===== src/rtl/demux_1_to_n_collect_if.sv =====
// Handshake bundle for demux_1_to_n_collect: word-side upstream signals and vector-side downstream signals.
// DEMUX_LANE_MASK_EN adds o_lane_mask to the bundle.
interface demux_1_to_n_collect_if #(
  parameter int BIT_WIDTH   = 16,
  parameter int SEL_WIDTH   = 4,
  parameter int NUM_OUTPUTS = 16
);
  logic                             i_valid;
  logic                             o_ready;
  logic [BIT_WIDTH-1:0]             i_data;
  logic                             i_flush;
  logic                             o_valid;
  logic                             i_ready;
  logic [NUM_OUTPUTS*BIT_WIDTH-1:0] o_B;
  logic [SEL_WIDTH:0]               o_count;
`ifdef DEMUX_LANE_MASK_EN
  logic [NUM_OUTPUTS-1:0]           o_lane_mask;
`endif

  modport slave (
    input  i_valid, i_data, i_flush, i_ready,
    output o_ready, o_valid, o_B, o_count
`ifdef DEMUX_LANE_MASK_EN
    , output o_lane_mask
`endif
  );

  modport master (
    output i_valid, i_data, i_flush, i_ready,
    input  o_ready, o_valid, o_B, o_count
`ifdef DEMUX_LANE_MASK_EN
    , input o_lane_mask
`endif
  );
endinterface


===== src/rtl/demux_1_to_n_collect.sv =====
// Serial-to-parallel lane collector: packs consecutive words into lanes and hands the vector off.
// Optional DEMUX_LANE_MASK_EN adds a per-lane written mask (o_lane_mask).
//
//   state  | meaning
//   FILL   | accepting words into lanes, o_valid low
//   FULL   | vector presented downstream, waiting for i_ready
module demux_1_to_n_collect #(
  parameter int BIT_WIDTH   = 16,
  parameter int SEL_WIDTH   = 4,
  parameter int NUM_OUTPUTS = 16
) (
  input logic                   clk,
  input logic                   rst_n,
  demux_1_to_n_collect_if.slave bus
);
  localparam logic [0:0] S_FILL = 1'b0;
  localparam logic [0:0] S_FULL = 1'b1;
  localparam int VEC_W = NUM_OUTPUTS * BIT_WIDTH;
  localparam logic [SEL_WIDTH-1:0] LAST_LANE  = SEL_WIDTH'(NUM_OUTPUTS - 1);
  localparam logic [SEL_WIDTH:0]   FULL_COUNT = (SEL_WIDTH + 1)'(NUM_OUTPUTS);

  logic [0:0]           state;
  logic [SEL_WIDTH-1:0] lane_cnt;
  logic [VEC_W-1:0]     vec;
  logic [SEL_WIDTH:0]   count;
  logic                 accept;
  logic                 take;

  assign bus.o_ready = (state == S_FILL) | bus.i_ready;
  assign bus.o_valid = (state == S_FULL);
  assign bus.o_B     = vec;
  assign bus.o_count = count;
  assign accept      = bus.i_valid & bus.o_ready;
  assign take        = bus.o_valid & bus.i_ready;

  always_ff @(posedge clk or negedge rst_n) begin
    if (!rst_n) begin
      state    <= S_FILL;
      lane_cnt <= '0;
      vec      <= '0;
      count    <= '0;
    end else begin
      case (state)
        S_FILL: begin
          if (accept) vec[lane_cnt*BIT_WIDTH +: BIT_WIDTH] <= bus.i_data;
          // Completing the last lane wins over a coincident flush.
          if (accept && (lane_cnt == LAST_LANE)) begin
            lane_cnt <= '0;
            count    <= FULL_COUNT;
            state    <= S_FULL;
          end else if (bus.i_flush && (accept || (lane_cnt != '0))) begin
            lane_cnt <= '0;
            count    <= {1'b0, lane_cnt} + {{SEL_WIDTH{1'b0}}, accept};
            state    <= S_FULL;
          end else if (accept) begin
            lane_cnt <= lane_cnt + 1'b1;
          end
        end
        default: begin
          if (take) begin
            if (accept) begin
              vec <= VEC_W'(bus.i_data);
              // A single-lane vector is complete the moment its word arrives.
              if (NUM_OUTPUTS == 1) begin
                count <= FULL_COUNT;
              end else begin
                lane_cnt <= SEL_WIDTH'(1);
                count    <= '0;
                state    <= S_FILL;
              end
            end else begin
              vec   <= '0;
              count <= '0;
              state <= S_FILL;
            end
          end
        end
      endcase
    end
  end

`ifdef DEMUX_LANE_MASK_EN
  logic [NUM_OUTPUTS-1:0] lane_mask;

  assign bus.o_lane_mask = lane_mask;

  always_ff @(posedge clk or negedge rst_n) begin
    if (!rst_n) begin
      lane_mask <= '0;
    end else if (state == S_FILL) begin
      if (accept) lane_mask <= lane_mask | (NUM_OUTPUTS'(1) << lane_cnt);
    end else if (take) begin
      lane_mask <= accept ? NUM_OUTPUTS'(1) : '0;
    end
  end
`else
  // Without the mask option no per-lane written state is kept.
`endif
endmodule


===== src/flat_wrapper.sv =====
// flat-port wrapper written by rule: the top's interface ports become plain ports
module demux_1_to_n_collect_flat 
#(
  parameter int BIT_WIDTH   = 16,
  parameter int SEL_WIDTH   = 4,
  parameter int NUM_OUTPUTS = 16
)
  (clk, rst_n, bus_i_valid, bus_i_data, bus_i_flush, bus_i_ready, bus_o_ready, bus_o_valid, bus_o_B, bus_o_count);
  demux_1_to_n_collect_if #(.BIT_WIDTH(BIT_WIDTH), .SEL_WIDTH(SEL_WIDTH), .NUM_OUTPUTS(NUM_OUTPUTS)) bus_i ();
  input logic clk;
  input logic rst_n;
  input wire logic [$bits(bus_i.i_valid)-1:0] bus_i_valid;
  input wire logic [$bits(bus_i.i_data)-1:0] bus_i_data;
  input wire logic [$bits(bus_i.i_flush)-1:0] bus_i_flush;
  input wire logic [$bits(bus_i.i_ready)-1:0] bus_i_ready;
  output wire logic [$bits(bus_i.o_ready)-1:0] bus_o_ready;
  output wire logic [$bits(bus_i.o_valid)-1:0] bus_o_valid;
  output wire logic [$bits(bus_i.o_B)-1:0] bus_o_B;
  output wire logic [$bits(bus_i.o_count)-1:0] bus_o_count;
  assign bus_i.i_valid = bus_i_valid;
  assign bus_i.i_data = bus_i_data;
  assign bus_i.i_flush = bus_i_flush;
  assign bus_i.i_ready = bus_i_ready;
  assign bus_o_ready = bus_i.o_ready;
  assign bus_o_valid = bus_i.o_valid;
  assign bus_o_B = bus_i.o_B;
  assign bus_o_count = bus_i.o_count;
  demux_1_to_n_collect #(.BIT_WIDTH(BIT_WIDTH), .SEL_WIDTH(SEL_WIDTH), .NUM_OUTPUTS(NUM_OUTPUTS)) u_core (.clk(clk), .rst_n(rst_n), .bus(bus_i));
endmodule

===== config.mk =====
export PLATFORM = sky130hd
export DESIGN_NAME = demux_1_to_n_collect_flat
export DESIGN_NICKNAME = d
export VERILOG_FILES = /design/src/rtl/demux_1_to_n_collect_if.sv /design/src/rtl/demux_1_to_n_collect.sv /design/src/flat_wrapper.sv
export SDC_FILE = /design/constraint.sdc
export NUM_CORES = 1
export LEC_CHECK = 0
export CAP_MARGIN = 20
export CELL_PAD_IN_SITES_DETAIL_PLACEMENT = 1
export CELL_PAD_IN_SITES_GLOBAL_PLACEMENT = 1
export CORE_UTILIZATION = 39
export CTS_CLUSTER_SIZE = 25
export DETAILED_ROUTE_END_ITERATION = 7
export PLACE_DENSITY_LB_ADDON = 0.25
export SYNTH_ARGS = -nofsm -noshare
export SYNTH_HDL_FRONTEND = slang
export SYNTH_SLANG_ARGS = --single-unit

===== constraint.sdc =====
create_clock -name clk -period 3.5 [get_ports clk]
set_input_delay 0.7 -clock clk [delete_from_list [all_inputs] [get_ports clk]]
set_output_delay 0.7 -clock clk [all_outputs]
set_load 0.05 [all_outputs]

Yosys cells after proc, flatten, opt, wreduce, memory -nomap -nowiden
Index checks and enable logic that the tools add are counted.

Register bits after elaboration: 266. Bits of input ports: 21. Logic and storage cells: 45.

Add/sub/neg operators: 3. Equal/unequal tests: 3. Shift-type cells: 2. Muxes and demuxes: 19. Bitwise operators: 4. Reductions and logical operators: 10.

Operator list (count): 2-to-1 mux 256 bit (3); bitwise mux 256 bit (1); variable shift 16 x 34 -> 256 bit (first input constant) (1); indexed part select 16 x 34 -> 256 bit (1); negation 8 -> 34 bit (1); 2-to-1 mux 4 bit (6); 2-to-1 mux 5 bit (4); 2-to-1 mux 16 bit (1); nonzero test 3 bit (2); adder 4 x 1 -> 5 bit (1); adder 4 x 1 -> 4 bit (second input constant) (1); equality test 4 bit (second input constant) (1); 2-to-1 mux 1 bit (4); inequality test 2 bit (second input constant) (2); AND reduction 2 bit (2); nonzero test 4 bit (1); AND reduction 3 bit (1); AND 1 bit (2); logical AND 1 bit (2); nonzero test 2 bit (1); logical OR 1 bit (1); NOT 1 bit (1); bitwise OR 1 bit (1).

Longest topological paths before layout
Gate-level depths: netlist of run 1.

Depth after elaboration: 8. Mapped depth: 11. Gate-level depth less buffers: 7.

Least setup slack after synthesis of run 1
Ideal clock, no wire load.

Path type: flip-flop to flip-flop. Start point: reg u_core.lane_cnt[0]. End point: reg u_core.vec[10] (netlist: u_core.bus.o_B[10]). Library setup time: 121 ps. Arrival: 2829 ps. Data required time: 3379 ps. Setup slack: 550 ps. Cell stages (with the launch flop): 11. Path buffers: 4. Path through: dfrtp_1 -> buf_1 -> clkbuf_1 -> nor3_1 -> ha_1 -> buf_2 -> or4b_4 -> nor4_4 -> a31oi_2 -> buf_2 -> a22o_1.

Cells in the longest elaborated chain, start to end: 5.

RTL lines: start, declared (RTL line demux_1_to_n_collect.sv:23) `logic [SEL_WIDTH-1:0] lane_cnt;`; start signal, assigned (RTL line demux_1_to_n_collect.sv:56) `lane_cnt <= lane_cnt + 1'b1;`; negation 8 -> 34 bit (*) (RTL line demux_1_to_n_collect.sv:45) `if (accept) vec[lane_cnt*BIT_WIDTH +: BIT_WIDTH] <= bus.i_data;`; indexed part select 16 x 34 -> 256 bit or variable shift 16 x 34 -> 256 bit (tied branches) (RTL line demux_1_to_n_collect.sv:45); bitwise mux 256 bit (*) (RTL line demux_1_to_n_collect.sv:45); 2-to-1 mux 256 bit (*) (RTL line demux_1_to_n_collect.sv:45); 2-to-1 mux 256 bit (*) (RTL line demux_1_to_n_collect.sv:43) `case (state)`; end signal, assigned by index (RTL line demux_1_to_n_collect.sv:45); end signal, assigned (RTL line demux_1_to_n_collect.sv:62) `vec <= VEC_W'(bus.i_data);`; end, declared (RTL line demux_1_to_n_collect.sv:24) `logic [VEC_W-1:0] vec;`.

Every way passes the cells marked *; elsewhere a longest branch is shown, timed or not. The select of a mux whose other input is x is not followed. A chain may end at the register's enable or synchronous reset.

Worst setup path after layout of run 1
Start point: reg u_core.state (netlist: u_core.bus.o_valid). End point: out bus_o_valid.

RTL lines: start, declared (RTL line demux_1_to_n_collect.sv:22) `logic [0:0] state;`; start signal, assigned (RTL line demux_1_to_n_collect.sv:38) `state <= S_FILL;`; start signal, assigned (RTL line demux_1_to_n_collect.sv:50) `state <= S_FULL;`; start signal, assigned (RTL line demux_1_to_n_collect.sv:54) `state <= S_FULL;`; end, declared (RTL line flat_wrapper.sv:17) `output wire logic [$bits(bus_i.o_valid)-1:0] bus_o_valid;`.

No word-level cell between the ends.

==> flow_summary_export.csv, run 1 <==
group,metric,value,unit
logic_synthesis,synth.yosys.seq_area_share,59.5,%
detailed_routing,antenna_left,0,
power_and_ir_drop,power.density,687,nW/um^2
cts,maximum_clock_insertion_buffer_count,3,
detailed_routing,detailedRoute.firstIterationViolations,677,
cells_and_area,final_area,15400,sq um
die,fp.dieArea,29400,sq um
worst_setup_path,worst_ep_required_time,2.80,ns
worst_setup_path,cp_cell_sequence,"clkdlybuf4s50_1",
die,die_height,171,microns
worst_setup_path,critical-path-slowest-cell,"sky130_fd_sc_hd__clkdlybuf4s50_1",
timing,number_of_failing_hold_endpoints_at_the_final_stage,0,
detailed_routing,routed_wire_length_per_instance,24.2,microns
logic_synthesis,yosys_register_bits,266,
logic_synthesis,yosys-top-cells-area,"sky130_fd_sc_hd__dfrtp_1 (59%), sky130_fd_sc_hd__mux2i_1 (9.9%), sky130_fd_sc_hd__nand2_1 (5.6%), sky130_fd_sc_hd__a22o_1 (5.2%), sky130_fd_sc_hd__a32o_1 (3.0%)",
timing,slew-limit-headroom,30.2,%
logic_synthesis,most_frequently_used_cell_type_in_the_post_synthesis_netlist,"sky130_fd_sc_hd__dfrtp_1",
place,i_o_buffers,283,
power_and_ir_drop,switchingPower,4260,uW
logic_synthesis,synth_fa_ha_area_share,0.559,%
logic_synthesis,syn-num-nets,962,
timing,timing.clock.skew,0.0171,ns
worst_setup_path,ff2ff_setup_slack,0.59,ns
logic_synthesis,main_synth_ff_type,"sky130_fd_sc_hd__dfrtp_1",
worst_setup_path,criticalPathCategory,"flip-flop to output pin",
logic_synthesis,synth-compound-area-share,13.9,%
die,placementRows,61,
timing,rsz_0062_raised_after_global_routing,"no",
place,postPlaceCellArea,14400,sq um
timing,final_max_slew_viol_count,0,
cts,cts_buffers,28,
detailed_routing,dr_total_vias,8909,
global_routing,number_of_antenna_violations_at_the_first_check_in_global_routing,3,
timing,post-route-period-util,84.7,%
power_and_ir_drop,total_leakage_power,0.00704,uW
logic_synthesis,yosys.area_share.xor_xnor,0.403,%
global_routing,grt_first_pass_wirelength,58200,microns
power_and_ir_drop,swShare,40.4,%
place,place.detailed.hpwl,26200,microns
job,max_capacitance_violation_count,0,
worst_setup_path,timing.critical_path.from_type,"flip-flop",
die,core,28000,sq um
logic_synthesis,ys_warn_count,0,
logic_synthesis,post_synthesis_cell_count,936,
detailed_routing,totalWireLength,38800,microns
cells_and_area,layout-drive-gt1-share,8.32,%
worst_setup_path,category_of_cells_accounting_for_the_largest_share_of_critical_path_delay,"buffers and inverters",
timing,timing.setup.tns,0,ns
logic_synthesis,synth_simple_gate_area_share,11.9,%
power_and_ir_drop,power_frac_seq,33.8,%
die,effective_utilization_at_floorplan,39.9,%
worst_setup_path,critPathArrivalTime,2.26,ns
detailed_routing,routed_vias_inst,5.55,
logic_synthesis,avgSynthCellArea,12.0,sq um
min_path,holdCritPathClass,"primary input to async pin",
cells_and_area,flow.area_growth_from_synthesis,37.3,%
power_and_ir_drop,power.share.clock,29.7,%
power_and_ir_drop,vdd.ir_drop.worst,0.000411,V
cts,post_cts_resize_count,0,
cts,post-cts-setup-buffers,0,
cts,clk_pin_slew,0.06,ns
worst_setup_path,cp-startpoint,"u_core.bus.o_valid",
logic_synthesis,synth-edff-count,0,
worst_setup_path,critical_path.reg2reg.endpoint,"u_core.bus.o_B[42]",
global_routing,groute.usage.overall,26.4,%
logic_synthesis,synth_cell_type_count,61,
timing,worstMarginPinSlew,1.05,ns
cts,cts_root_buf,"sky130_fd_sc_hd__clkbuf_16",
worst_setup_path,critPathBufInv,1,
power_and_ir_drop,p_comb_share,36.5,%
cts,cts_sink_count,266,
logic_synthesis,largest_family_of_logic_cells_by_synthesized_area,"compound AO/OA/AOI/OAI gates",
cells_and_area,finish.cell_count_without_fillers,1604,
place,gp_congestion,0.821,
run_status,status,"complete, no violations",
timing,max_freq,337,MHz
power_and_ir_drop,p_int,6290,uW
timing,post-route-min-period,2.96,ns
logic_synthesis,netlist_area,11200,sq um
cells_and_area,diodes,0,
cts,cts_tree,"done",
worst_setup_path,crit_fanout,16,
worst_setup_path,worst-r2r-cell-count,7,
logic_synthesis,synth.cells.most_frequent,"sky130_fd_sc_hd__dfrtp_1 (266), sky130_fd_sc_hd__nand2_1 (167), sky130_fd_sc_hd__mux2i_1 (111)",
cells_and_area,fin_nets,1230,
worst_setup_path,timing.critical_path.slowest_cell_delay,0.93,ns
cts,clk-insertion-delay-late,0.55,ns
cts,htreeDepth,1,
detailed_routing,detail_route.first_pass.iterations,5,
logic_synthesis,post_synth_mux_area_share,10.0,%
logic_synthesis,ys_async_sr_fraction,100,%
global_routing,globalRouteOverflowTotal,0,
global_routing,maximum_number_of_pins_on_one_net_before_global_route_repair,77,
worst_setup_path,reg2reg_from,"u_core.lane_cnt[0]",
cts,hold_buffers_post_cts,0,
global_routing,vias_in_the_first_global_route,9296,
place,numPlacedInstances,1551,
cells_and_area,fillerInstances,2917,
detailed_routing,route.detailed.drc,0,
logic_synthesis,synth_largest_area_cell,"sky130_fd_sc_hd__dfrtp_1",
die,die_w,171,microns
logic_synthesis,yosys.area.top_type_share,59.5,%
timing,report.final.setup_viol,0,
die,floorplan.io_pins,284,
worst_setup_path,critPathCaptureType,"output pin",
[layout by cell type, fill, tap and decap left out, drive strengths merged, types with 4 or more instances in the layout]
cell and n:
a21oi 8, a22o 66, a32o 35, and2 7, and3 15, buf 33
bufinv 4, clkbuf 39, clkdlybuf4s50 281, clkinv 9, dfrtp 266, ha 5
inv 7, mux2i 111, nand2 167, nand3 38, nor2 20, nor2b 6
nor3 6, nor4 6, o21ai 20, o2bb2ai 32, or3 4
[registers in the layout, summed over array words and instances (netlist names)]
signal and cells:
u_core.bus.o_B 256, u_core.bus.o_count 5, u_core.bus.o_valid 1, u_core.lane_cnt 4
[how the worst max path moves through the flow]
stage	to	slack, ns	cells after the start
after floorplan	u_core.bus.o_B[10]	0.55	10
after global placement	u_core.bus.o_B[7]	0.62	5
after detailed placement	u_core.bus.o_B[68]	0.54	5
after CTS	bus_o_valid	0.54	1
after global routing	u_core.bus.o_B[98]	0.36	7
final	bus_o_valid	0.54	1
[cells by family (layout without fill, tap and decap cells)]
| logic type | count (synthesis) | count (layout) |
|---|---|---|
| simple gates | 284 | 284 |
| flops | 266 | 266 |
| compound gates | 183 | 183 |
| mux | 112 | 112 |
| buf+inv | 83 | 373 |
| fa+ha+maj | 5 | 5 |
| xor+xnor | 3 | 3 |
[metal layers]
| layer | GRT usage, % | part of all wire (%) |
|---|---|---|
| met5 | 0 | 0 |
| met4 | 9.94 | 3.7 |
| met3 | 3.52 | 5.0 |
| met2 | 42.5 | 48 |
| met1 | 36.2 | 43 |
[per-stage QoR]
step / total power [uW] / utilization [%] / setup WS, ns / hold WS (ns)
3_3_place_gp: 7360 / 51.3 / 0.625 / 0.473
3_5_place_dp: 7430 / 51.3 / 0.541 / 0.473
2_1_floorplan: 6070 / - / 0.550 / 0.404
5_1_grt: 11000 / 54.8 / 0.358 / 0.174
6_report: 10600 / 54.8 / 0.535 / 0.121
4_1_cts: 10600 / 54.8 / 0.545 / 0.150
[power by group through the flow]
stage          Sequential (uW)  Combinational, uW  Clock [uW]
2_1_floorplan             4480               1590           0
3_3_place_gp              3610               3750           0
3_5_place_dp              3620               3820           0
4_1_cts                   3570               3850        3180
5_1_grt                   3600               4070        3300
6_report                  3570               3850        3130
[layout make-up]
cell class | instances | area (sq um) | area share, %
clock buffer | 39 | 792 | 5.16
clock inverter | 13 | 180 | 1.17
multi-input combinational | 587 | 4130 | 26.9
tap | 378 | 473 | 3.08
timing repair buffer | 314 | 3100 | 20.2
sequential | 266 | 6660 | 43.3
inverter | 7 | 26.3 | 0.171
Power figures use the tool's default switching activity.
==> inputs of run 2 (changes only) <==
--- a/config.mk
+++ b/config.mk
@@ -8,7 +8,7 @@
 export CAP_MARGIN = 20
 export CELL_PAD_IN_SITES_DETAIL_PLACEMENT = 1
 export CELL_PAD_IN_SITES_GLOBAL_PLACEMENT = 1
-export CORE_UTILIZATION = 39
+export CORE_UTILIZATION = 35
 export CTS_CLUSTER_SIZE = 25
 export DETAILED_ROUTE_END_ITERATION = 7
 export PLACE_DENSITY_LB_ADDON = 0.25
==> constraint.sdc (replaced) <==
create_clock -name clk -period 2.4 [get_ports clk]
set_input_delay 0.48 -clock clk [delete_from_list [all_inputs] [get_ports clk]]
set_output_delay 0.48 -clock clk [all_outputs]
set_load 0.05 [all_outputs]
==> flow_summary_export.csv, run 2 (same netlist as run 1, synthesis figures left out) <==
group,metric,value,unit
cells_and_area,fillerInstances,3269,
die,core,31500,sq um
cts,clk_pin_slew,0.06,ns
power_and_ir_drop,power.density,993,nW/um^2
power_and_ir_drop,vdd.ir_drop.worst,0.000611,V
cells_and_area,largest_register_ffs,256,
power_and_ir_drop,total_leakage_power,0.00740,uW
global_routing,vias_in_the_first_global_route,9586,
place,place.detailed.hpwl,27500,microns
timing,max_freq,424,MHz
cells_and_area,layout-drive-gt1-share,12.5,%
timing,slew-limit-headroom,43.7,%
worst_setup_path,reg2reg_from,"u_core.lane_cnt[1]",
worst_setup_path,critPathArrivalTime,2.82,ns
detailed_routing,detailedRoute.firstIterationViolations,559,
die,placementRows,65,
timing,timing.clock.skew,0.00965,ns
timing,timing.setup.tns,0,ns
timing,rsz_0062_raised_after_global_routing,"yes",
run_status,status,"complete, no violations",
worst_setup_path,criticalPathCategory,"flip-flop to flip-flop",
cts,cts_buffers,28,
die,die_height,181,microns
global_routing,globalRouteOverflowTotal,0,
detailed_routing,routed_wire_length_per_instance,23.6,microns
cts,clk-insertion-delay-late,0.53,ns
worst_setup_path,critPathCaptureType,"flip-flop",
cells_and_area,finish.utilization,51.1,%
global_routing,grt_first_pass_wirelength,60500,microns
place,gp_congestion,0.837,
timing,final_max_slew_viol_count,0,
place,postPlaceCellArea,15000,sq um
detailed_routing,dr_total_vias,9098,
global_routing,number_of_antenna_violations_at_the_first_check_in_global_routing,2,
detailed_routing,detail_route.first_pass.iterations,5,
cells_and_area,final_cell_mix,"sky130_fd_sc_hd__clkdlybuf4s50_1 (280), sky130_fd_sc_hd__dfrtp_1 (263), sky130_fd_sc_hd__nand2_1 (166)",
cells_and_area,flow.area_growth_from_synthesis,43.9,%
detailed_routing,route.detailed.drc,0,
cells_and_area,fin_nets,1283,
cts,htreeDepth,1,
timing,number_of_failing_hold_endpoints_at_the_final_stage,0,
die,floorplan.io_pins,284,
detailed_routing,totalWireLength,39600,microns
worst_setup_path,cp-startpoint,"u_core.lane_cnt[1]",
cells_and_area,multi_input_comb_area,4200,sq um
die,fp.dieArea,32700,sq um
place,i_o_buffers,283,
cells_and_area,final_area,16100,sq um
worst_setup_path,worst_ep_required_time,2.86,ns
die,die_w,181,microns
cells_and_area,layout_commonest_cell,"sky130_fd_sc_hd__clkdlybuf4s50_1",
detailed_routing,routed_vias_inst,5.41,
job,max_capacitance_violation_count,0,
global_routing,maximum_number_of_pins_on_one_net_before_global_route_repair,98,
cells_and_area,sequential_cell_area,6660,sq um
worst_setup_path,crit_fanout,8,
cts,cts_root_buf,"sky130_fd_sc_hd__clkbuf_16",
cts,maximum_clock_insertion_buffer_count,3,
cts,cts_tree,"done",
timing,post-route-period-util,98.3,%
detailed_routing,antenna_left,0,
timing,worstMarginPinSlew,0.844,ns
global_routing,groute.usage.overall,24.2,%
cts,cts_sink_count,266,
timing,report.final.setup_viol,0,
timing,post-route-min-period,2.36,ns
die,effective_utilization_at_floorplan,35.5,%
worst_setup_path,timing.critical_path.from_type,"flip-flop",
min_path,holdCritPathClass,"primary input to async pin",
-- run 2: timing repair --
item	4_1_cts	5_1_grt
hold buffers	1	0
resized for setup	3	5
endpoints found under the hold margin	14	0
pin swaps	2	4
setup buffers	1	1
gates cloned	1	1
setup endpoints to repair	58	50
-- run 2: area by class of cell --
type                            instances  area share (%)
Timing Repair Buffer                  366            23.3
Tap cell                              402            3.12
Antenna cell                            1          0.0155
Sequential cell                       266            41.4
Clock buffer                           42            5.31
Inverter                                7           0.163
Multi-Input combinational cell        588            26.1
Clock inverter                         10           0.668
-- run 2: where the power goes --
| part | internal [uW] | switching (uW) | total, uW |
|---|---|---|---|
| clock network | 2670 | 1820 | 4490 |
| registers | 4890 | 299 | 5190 |
| logic | 2020 | 4280 | 6300 |
-- run 2: worst max-delay path, cell delays in order, from the launching register on --
cell and delay, ns:
sky130_fd_sc_hd__dfrtp_2 0.44, sky130_fd_sc_hd__nor3_2 0.16, sky130_fd_sc_hd__ha_1 0.26, sky130_fd_sc_hd__or4b_4 0.53, sky130_fd_sc_hd__nor4_4 0.17, sky130_fd_sc_hd__buf_6 0.17, sky130_fd_sc_hd__a32o_2 0.26, sky130_fd_sc_hd__clkbuf_16 0.18
sky130_fd_sc_hd__a22o_1 0.13
-- run 2: routing by layer --
layer	routed length (microns)	global-route usage, %
met5	0	0
met4	1360	9.40
met3	2130	3.85
met2	19000	38.6
met1	17200	33.0
-- run 2: path summary, 6_finish.rpt --
kind / endpoint / slack [ns] / cells past startpoint
max: u_core.bus.o_B[4] / 0.04 / 8
min: u_core.bus.o_B[120] / 0.36 / 2
max reg2reg: u_core.bus.o_B[4] / 0.04 / 8
min reg2reg: u_core.bus.o_B[223] / 0.49 / 1
max in group asynchronous: u_core.bus.o_B[192] / 1.23 / 3
min in group clk: u_core.bus.o_B[223] / 0.49 / 1
-- run 2: metrics by stage --
step / power [uW] / std cells / worst slack, ns / hold WS (ns)
2_1_floorplan: 8960 / 936 / -0.314 / 0.184
3_5_place_dp: 11500 / 1624 / -0.201 / 0.319
5_1_grt: 16700 / 1681 / -0.0372 / 0.375
6_report: 16000 / 1682 / 0.0419 / 0.362
4_1_cts: 16100 / 1679 / 0.0224 / 0.360
3_3_place_gp: 11300 / 1624 / -0.137 / 0.318
